$ cat config.mk
export PLATFORM = sky130hd
export DESIGN_NAME = ext_mem_dual_port_responder
export DESIGN_NICKNAME = d
export VERILOG_FILES = /design/src/rtl/ext_mem_dual_port_responder.sv
export SDC_FILE = /design/constraint.sdc
export NUM_CORES = 1
export LEC_CHECK = 0
export CORE_ASPECT_RATIO = 0.7
export CORE_MARGIN = 1.5
export CORE_UTILIZATION = 46
export CTS_CLUSTER_DIAMETER = 50
export DETAILED_ROUTE_END_ITERATION = 8
export PLACE_DENSITY = 0.79
export SLEW_MARGIN = 20
export SYNTH_ARGS = -nofsm -noshare
export SYNTH_HDL_FRONTEND = slang
export SYNTH_SLANG_ARGS = --single-unit
export TNS_END_PERCENT = 100
$ cat constraint.sdc
create_clock -name clock -period 2.4 [get_ports clock]
set_input_delay 0.48 -clock clock [delete_from_list [all_inputs] [get_ports clock]]
set_output_delay 0.48 -clock clock [all_outputs]
set_load 0.02 [all_outputs]
$ cat src/rtl/ext_mem_dual_port_responder.sv
// ext_mem_dual_port_responder
//   Byte-wide external memory slave for the two-channel Mout_* master port.
//   Each channel runs its own IDLE/BUSY/ACK sequencer. Reads and writes complete
//   after READ_DELAY / WRITE_DELAY cycles, signalled by a one-cycle DataRdy pulse.
//   A host preload port fills the backing store before start.
//
//   state | meaning
//   IDLE  | waiting for a request (oe xor we) that falls inside the window
//   BUSY  | request latched, cnt counting toward DELAY-1
//   ACK   | DataRdy high for one cycle, read byte on M_Rdata_ram
//
// Ports
//   clock, reset      rising-edge clock, async active-high reset
//   M_oe_ram/M_we_ram per-channel read / write request
//   M_addr_ram        channel c address at [c*ADDR_W +: ADDR_W]
//   M_Wdata_ram       channel c write byte at [c*8 +: 8]
//   M_data_ram_size   channel c access size in bits at [c*4 +: 4]
//   load_en/addr/data host preload (offset relative to BASE_ADDR)
//   M_Rdata_ram       channel c read byte at [c*8 +: 8], nonzero only in ACK
//   M_DataRdy         per-channel completion pulse
//   err_oe_we         sticky: oe and we seen high together on a channel
module ext_mem_dual_port_responder #(
  parameter int ADDR_W      = 7,
  parameter int MEMSIZE     = 1,
  parameter int BASE_ADDR   = 0,
  parameter int READ_DELAY  = 2,
  parameter int WRITE_DELAY = 1
) (
  input  logic                clock,
  input  logic                reset,
  input  logic [1:0]          M_oe_ram,
  input  logic [1:0]          M_we_ram,
  input  logic [2*ADDR_W-1:0] M_addr_ram,
  input  logic [15:0]         M_Wdata_ram,
  input  logic [7:0]          M_data_ram_size,
  input  logic                load_en,
  input  logic [ADDR_W-1:0]   load_addr,
  input  logic [7:0]          load_data,
  output logic [15:0]         M_Rdata_ram,
  output logic [1:0]          M_DataRdy,
  output logic                err_oe_we
);

  localparam int MAX_DELAY = (READ_DELAY > WRITE_DELAY) ? READ_DELAY : WRITE_DELAY;
  localparam int CNT_W     = $clog2(MAX_DELAY) + 1;
  localparam int IDX_W     = (MEMSIZE > 1) ? $clog2(MEMSIZE) : 1;

  localparam logic [CNT_W-1:0] RD_LAST  = CNT_W'(READ_DELAY - 1);
  localparam logic [CNT_W-1:0] WR_LAST  = CNT_W'(WRITE_DELAY - 1);
  localparam logic [31:0]      WIN_BASE = 32'(BASE_ADDR);
  localparam logic [31:0]      WIN_SIZE = 32'(MEMSIZE);

  typedef enum logic [1:0] {IDLE = 2'd0, BUSY = 2'd1, ACK = 2'd2} state_t;

  state_t           state   [2];
  logic [CNT_W-1:0] cnt     [2];
  logic [7:0]       rd_byte [2];
  logic [1:0]       lat_rd;

  logic [7:0]       mem [MEMSIZE];

  logic [31:0]      offset   [2];
  logic [IDX_W-1:0] idx      [2];
  logic [7:0]       mask     [2];
  logic [7:0]       rd_now   [2];
  logic [7:0]       wr_merge [2];
  logic [1:0]       in_win;
  logic [1:0]       accept;

  function automatic logic [7:0] size_mask(input logic [3:0] s);
    if (s >= 4'd8) return 8'hFF;
    return 8'((9'd1 << s) - 9'd1);
  endfunction

  // Offset is computed unsigned, so addresses below BASE_ADDR wrap to a huge
  // value and fall out of the window with a single compare.
  always_comb begin
    for (int c = 0; c < 2; c++) begin
      offset[c]   = 32'(M_addr_ram[c*ADDR_W +: ADDR_W]) - WIN_BASE;
      in_win[c]   = offset[c] < WIN_SIZE;
      idx[c]      = in_win[c] ? IDX_W'(offset[c]) : '0;
      mask[c]     = size_mask(M_data_ram_size[c*4 +: 4]);
      rd_now[c]   = mem[idx[c]] & mask[c];
      wr_merge[c] = (M_Wdata_ram[c*8 +: 8] & mask[c]) | (mem[idx[c]] & ~mask[c]);
      accept[c]   = !reset && (state[c] == IDLE) &&
                    (M_oe_ram[c] ^ M_we_ram[c]) && in_win[c];
    end
  end

  // Backing store is never reset. Later assignments win: preload first,
  // then channel 0, then channel 1.
  always_ff @(posedge clock) begin
    if (load_en && (32'(load_addr) < WIN_SIZE))
      mem[IDX_W'(load_addr)] <= load_data;
    for (int c = 0; c < 2; c++) begin
      if (accept[c] && M_we_ram[c])
        mem[idx[c]] <= wr_merge[c];
    end
  end

  always_ff @(posedge clock or posedge reset) begin
    if (reset) begin
      for (int c = 0; c < 2; c++) begin
        state[c]   <= IDLE;
        cnt[c]     <= '0;
        rd_byte[c] <= 8'h00;
      end
      lat_rd      <= 2'b00;
      M_Rdata_ram <= 16'h0000;
      M_DataRdy   <= 2'b00;
      err_oe_we   <= 1'b0;
    end else begin
      if (|(M_oe_ram & M_we_ram))
        err_oe_we <= 1'b1;
      for (int c = 0; c < 2; c++) begin
        case (state[c])
          IDLE: begin
            M_DataRdy[c]          <= 1'b0;
            M_Rdata_ram[c*8 +: 8] <= 8'h00;
            cnt[c]                <= '0;
            if (accept[c]) begin
              // Read data is captured now so a same-edge write cannot alter it.
              lat_rd[c]  <= M_oe_ram[c];
              rd_byte[c] <= M_oe_ram[c] ? rd_now[c] : 8'h00;
              if ((M_oe_ram[c] && (READ_DELAY == 1)) ||
                  (M_we_ram[c] && (WRITE_DELAY == 1))) begin
                state[c]              <= ACK;
                M_DataRdy[c]          <= 1'b1;
                M_Rdata_ram[c*8 +: 8] <= M_oe_ram[c] ? rd_now[c] : 8'h00;
              end else begin
                state[c] <= BUSY;
                cnt[c]   <= CNT_W'(1);
              end
            end
          end
          BUSY: begin
            if (cnt[c] == (lat_rd[c] ? RD_LAST : WR_LAST)) begin
              state[c]              <= ACK;
              cnt[c]                <= '0;
              M_DataRdy[c]          <= 1'b1;
              M_Rdata_ram[c*8 +: 8] <= rd_byte[c];
            end else begin
              cnt[c] <= cnt[c] + CNT_W'(1);
            end
          end
          ACK: begin
            state[c]              <= IDLE;
            M_DataRdy[c]          <= 1'b0;
            M_Rdata_ram[c*8 +: 8] <= 8'h00;
          end
          default: begin
            state[c]              <= IDLE;
            cnt[c]                <= '0;
            M_DataRdy[c]          <= 1'b0;
            M_Rdata_ram[c*8 +: 8] <= 8'h00;
          end
        endcase
      end
    end
  end

endmodule

==> results.py, run 1 <==
metrics = {
    "clocking": {
        "cts_made_buffers": 5,
        "clkSinkCount": 53,
        "cts_tree": "yes",
        "cts-root-buf": "clkbuf_8",
        "clk_latency_ns": 0.31,
        "cts.path.max_buffers": 2,
        "htree_levels": 2,
        "cts_hold_buf": 0,
        "clkTransAtPathRegs_ns": 0.09,
    },
    "timing": {
        "period_share": 0.9616,
        "tightest_slew_ns": 0.5493,
        "clock_skew_ns": 0.003722,
        "setup_viol": 0,
        "fin_hold_ws_ns": 0.4519,
        "fin_setup_tns_ns": 0,
        "maxSlewViolCount": 0,
        "hold_violations": 0,
        "max_freq_ghz": 0.4333,
        "fin_crit_ns": 2.308,
        "slew_headroom": 0.6338,
    },
    "synth": {
        "avgSynthCellArea_sq_um": 9.764,
        "yosysMostFrequentCell": "dfrtp_1",
        "synth_commonest_cells": "dfrtp_1, nand2_1, nand3_1",
        "ys_ff_latch": 53,
        "synth_top_area_frac": 0.3769,
        "synthFlopType": "dfrtp_1",
        "yosysSeqAreaShare": 0.4573,
        "syn_nets": 370,
        "synth-edff-count": 8,
        "ys_warn_count": 0,
        "synthDistinctLibCells": 59,
        "syn_inst": 306,
        "syn-cell-area_sq_um": 2988,
        "yosys-top-cells-area": "dfrtp_1, mux2i_1, edfxtp_1, nand3_1, o21ai_0",
        "synth_top_cell_by_area": "dfrtp_1",
        "asyncSetResetFlopFracSynth": 0.8491,
    },
    "cells_and_area": {
        "finalNonFillerCells": 487,
        "fin_nets": 472,
        "fillerInstances": 519,
        "final_core_util": 0.6665,
        "drive_gt1_frac": 0.1687,
        "antennaDiodeCount": 0,
        "area_growth_pct": 39.32,
    },
    "route": {
        "wl_mm": 7.805,
        "first_pass_iters": 4,
        "drc_errors": 0,
        "ant_nets": 0,
        "num_vias": 2793,
        "wl_per_cell_um": 16.03,
        "drtIter0Drc": 204,
        "viasPerCell": 5.735,
    },
    "floorplan": {
        "die_h_um": 70.43,
        "rows": 24,
        "dieArea_sq_um": 6996,
        "core_sq_um": 6246,
        "pin_count": 79,
        "initial_core_util": 0.4784,
        "die_width_um": 99.33,
    },
    "setup_path": {
        "cp_slowest_cell": "clkdlybuf4s50_1",
        "r2r_cells": 5,
        "crit_path_end_kind": "register",
        "start_kind": "input port",
        "required_ns": 2.43,
        "critPathKind": "input port to register",
        "cp.arrival_ns": 2.34,
        "cpPeakStageDelay_ns": 0.42,
        "critPathMaxFanout": 10,
        "crit_chain": "clkdlybuf4s50_1 > buf_4 > or2_4 > nor2_4 > nand2_2 > ha_4 > nor4bb_4 > a211o_1 > nand2_1 > a2bb2oi_2",
    },
    "power": {
        "p_clk_frac": 0.290,
        "intPower_w": 0.001283,
        "seqPwrFrac": 0.548,
        "p_sw_w": 0.0004036,
        "powerDensity_nw_per_um2": 405.2,
        "switching_share": 0.2393,
        "ir_drop_mv": 0.2132,
        "power_frac_comb": 0.162,
        "p_leak_nw": 1.835,
    },
    "placed_design": {
        "place.gp.congestion": 0.8115,
        "dp_hpwl_mm": 6.004,
        "place_inst": 478,
        "io_buffer_count": 78,
    },
    "global_route": {
        "grt_pass1_wl_mm": 12.81,
        "gr-total-overflow": 0,
        "grt_pass1_vias": 2643,
        "antenna_found_initial": 0,
        "grt_max_degree": 45,
        "groute.usage.overall": 0.2348,
    },
    "worst_hold_path": {
        "hp-class": "input port to async pin",
    },
    "outcome": {
        "status": "completed",
    },
    "run": {
        "cap_violations": 0,
    },
}
[power groups by stage]
stage	sequential, W	clock, W	combinational (W)
4_1_cts	0.000924	0.000503	0.000265
3_5_place_dp	0.000943	0	0.000262
6_report	0.000924	0.000490	0.000273
2_1_floorplan	0.000942	0	0.000102
3_3_place_gp	0.000942	0	0.000256
5_1_grt	0.000925	0.000546	0.000296
[cell usage in the layout (no fill, tap or decap), drive strengths merged, types with 2 or more instances in the layout]
cell type,instances
or3,2
a21oi,17
buf,35
nand3,27
o21ai,29
mux2i,24
nor4,4
nand4,4
edfxtp,8
nand2,30
a2bb2oi,3
nor4b,2
nor3,2
nor2,20
and4b,2
nand2b,4
a21boi,5
clkbuf,8
or2,6
nor3b,3
o22ai,12
dfrtp,45
a21o,2
mux2,3
inv,3
xor2,3
clkdlybuf4s50,78
ha,4
a31oi,7
or2b,2
[area by class of cell]
cell class	instances	area, sq um	share of cell area
clock buffers	8	80.08	0.01924
inverters	3	11.26	0.002705
multi-input cells	232	1551	0.3727
flip-flops and latches	53	1366	0.3282
well taps	78	97.59	0.02344
repair buffers	113	1056	0.2537
[worst paths after layout]
check | slack [ns] | endpoint | start
min in group clock | 0.49 | rd_byte[12] | rd_byte[12]
worst min register to register | 0.49 | rd_byte[12] | rd_byte[12]
worst min-delay path | 0.45 | M_DataRdy[1] | reset
max in group asynchronous | 1.22 | rd_byte[8] | reset
worst max-delay path | 0.09 | register | M_data_ram_size[3]
worst max register to register | 0.53 | register | state[3]
[per-layer routing]
layer  GRT usage  share of wire  vias to the layer above
met4     0.06103          0.012                        0
li1            -              -                     1330
met5           0              0                        -
met2      0.3638           0.46                      109
met1      0.3417           0.45                     1344
met3     0.04104          0.077                       10
[critical path: cells and delay by family]
kind / cells / cell delay, ns
simple gates: 5 / 0.76
buf+inv: 2 / 0.60
fa+ha+maj: 1 / 0.18
compound gates: 2 / 0.31
[logic make-up (layout without fill, tap and decap cells)]
kind of cell    count (synthesis)  after routing  share of synthesized area
compound gates                 84             84                     0.1746
flops                          53             53                     0.4573
fa+ha+maj                       4              4                    0.01675
simple gates                  113            113                     0.2102
xor+xnor                        4              4                    0.01173
buf+inv                        21            124                    0.03769
mux                            27             27                    0.09171
[stage by stage]
stage          total power (W)  setup slack, ns  cell area [sq um]
4_1_cts               0.001692          0.02373               4128
3_5_place_dp          0.001204          -0.4729               4033
5_1_grt               0.001767         -0.01550               4163
6_report              0.001687          0.09213               4163
2_1_floorplan         0.001043          0.02720               2988
3_3_place_gp          0.001198          -0.4079               4033
[timing repair]
item / 4_1_cts / 5_1_grt
pin swaps: 0 / 1
setup buffers: 0 / 1
setup endpoints to repair: 6 / 8
gates resized for setup: 3 / 6
No activity file was read; power rests on OpenSTA's default activity.
==> run 2: changes to the inputs <==
--- a/config.mk
+++ b/config.mk
@@ -11,8 +11,8 @@
 export CTS_CLUSTER_DIAMETER = 50
 export DETAILED_ROUTE_END_ITERATION = 8
 export PLACE_DENSITY = 0.79
+export RECOVER_POWER = 25
 export SLEW_MARGIN = 20
 export SYNTH_ARGS = -nofsm -noshare
 export SYNTH_HDL_FRONTEND = slang
 export SYNTH_SLANG_ARGS = --single-unit
-export TNS_END_PERCENT = 100
==> results.py, run 2 (synthesized netlist as in run 1, its figures left out) <==
metrics = {
    "clocking": {
        "cts.path.max_buffers": 2,
        "clk_latency_ns": 0.31,
        "cts_tree": "yes",
        "clkSinkCount": 53,
        "cts_made_buffers": 5,
        "cts-root-buf": "clkbuf_8",
        "clkTransAtPathRegs_ns": 0.09,
        "htree_levels": 2,
        "cts_hold_buf": 0,
    },
    "placed_design": {
        "dp_hpwl_mm": 6.004,
        "place.gp.congestion": 0.8115,
        "post-place-ws_ns": -0.4729,
        "io_buffer_count": 78,
        "place_inst": 478,
        "place_area_sq_um": 4033,
    },
    "cells_and_area": {
        "mostFrequentLayoutCells": "clkdlybuf4s50_1, dfrtp_1, buf_4, nand2_1, nand3_1",
        "finalNonFillerCells": 487,
        "final_area_sq_um": 4160,
        "antennaDiodeCount": 0,
        "final_core_util": 0.6661,
        "final_common_cell": "clkdlybuf4s50_1",
        "drive_gt1_frac": 0.1687,
        "area_growth_pct": 39.24,
        "fin_nets": 472,
    },
    "timing": {
        "max_freq_ghz": 0.4336,
        "hold_violations": 0,
        "fin_crit_ns": 2.306,
        "tightest_slew_ns": 1.080,
        "fin_ws_ns": 0.09386,
        "slew_headroom": 0.2797,
        "fin_hold_ws_ns": 0.4881,
        "maxSlewViolCount": 0,
        "period_share": 0.9609,
        "setup_viol": 0,
        "clock_skew_ns": 0.004077,
    },
    "floorplan": {
        "initial_core_util": 0.4784,
        "rows": 24,
        "pin_count": 79,
        "die_h_um": 70.43,
        "die_width_um": 99.33,
        "core_sq_um": 6246,
        "dieArea_sq_um": 6996,
    },
    "power": {
        "powerDensity_nw_per_um2": 405.5,
        "power_frac_comb": 0.161,
        "intPower_w": 0.001282,
        "p_clk_frac": 0.291,
        "seqPwrFrac": 0.548,
        "p_sw_w": 0.0004046,
        "ir_drop_mv": 0.2117,
        "p_leak_nw": 1.835,
        "switching_share": 0.2399,
    },
    "worst_hold_path": {
        "hp-class": "register to register",
    },
    "route": {
        "drtIter0Drc": 189,
        "wl_mm": 7.806,
        "drc_errors": 0,
        "num_vias": 2777,
        "first_pass_iters": 4,
        "viasPerCell": 5.702,
        "ant_nets": 0,
        "wl_per_cell_um": 16.03,
    },
    "global_route": {
        "grt_pass1_wl_mm": 12.81,
        "grt_max_degree": 45,
        "antenna_found_initial": 0,
        "gr-total-overflow": 0,
        "groute.usage.overall": 0.2348,
        "grt_pass1_vias": 2643,
    },
    "setup_path": {
        "cp.arrival_ns": 2.34,
        "start_kind": "input port",
        "critPathKind": "input port to register",
        "crit_path_end_kind": "register",
        "critPathMaxFanout": 10,
        "required_ns": 2.43,
    },
    "run": {
        "cap_violations": 0,
    },
    "outcome": {
        "status": "completed",
    },
}
## run 2: cell count changes in the layout (fill, tap and decap cells not counted)
cell / previous run / this run
buf_4: 34 / 33
clkdlybuf4s50_1: 78 / 77
clkbuf_2: 0 / 1
dlygate4sd3_1: 0 / 1
## run 2: final timing paths
check	depth (start not counted)	end	startpoint	slack, ns
min in group asynchronous	2	M_DataRdy[1]	reset	0.56
min	2	rd_byte[12]	rd_byte[12]	0.49
max reg2reg	5	register	state[3]	0.52
max in group asynchronous	3	rd_byte[12]	reset	0.64
min reg2reg	2	rd_byte[12]	rd_byte[12]	0.49
max	10	register	M_data_ram_size[3]	0.09
## run 2: metrics by stage
stage / total power (W) / setup TNS, ns
global route: 0.001766 / -0.02112
detailed placement: 0.001204 / -4.204
finish: 0.001687 / 0
global placement: 0.001198 / -3.676
floorplan: 0.001043 / 0
CTS: 0.001692 / 0
## run 2: critical path: stages
cell             delay (ns)
clkdlybuf4s50_1        0.42
buf_4                  0.17
or2_4                  0.27
nor2_4                 0.08
nand2_2                0.08
ha_4                   0.18
nor4bb_4               0.25
a211o_1                0.19
nand2_1                0.08
a2bb2oi_2              0.12
## run 2: cell type report
type | count | area, sq um
repair buffers | 113 | 1054
fillers | 520 | 2086
inverters | 3 | 11.26
clock buffers | 8 | 80.08
multi-input cells | 232 | 1551
well taps | 78 | 97.59
flip-flops and latches | 53 | 1366
## run 2: power by group through the flow
stage                     logic (W)  clock network [W]  registers (W)
after detailed placement   0.000262                  0       0.000943
after CTS                  0.000265           0.000503       0.000924
after floorplan            0.000102                  0       0.000942
after global placement     0.000256                  0       0.000942
final                      0.000271           0.000491       0.000924
after global routing       0.000295           0.000546       0.000925
## run 2: per-layer routing
metal | GRT usage | share of wire
met4 | 0.06103 | 0.012
met2 | 0.3638 | 0.47
met3 | 0.04104 | 0.065
met5 | 0 | 0
met1 | 0.3417 | 0.46
## run 2: repair_timing
action	in CTS	in global routing
buffers inserted	0	1
endpoints found under the setup margin	6	8
pin swaps	0	1
gates resized for setup	3	6
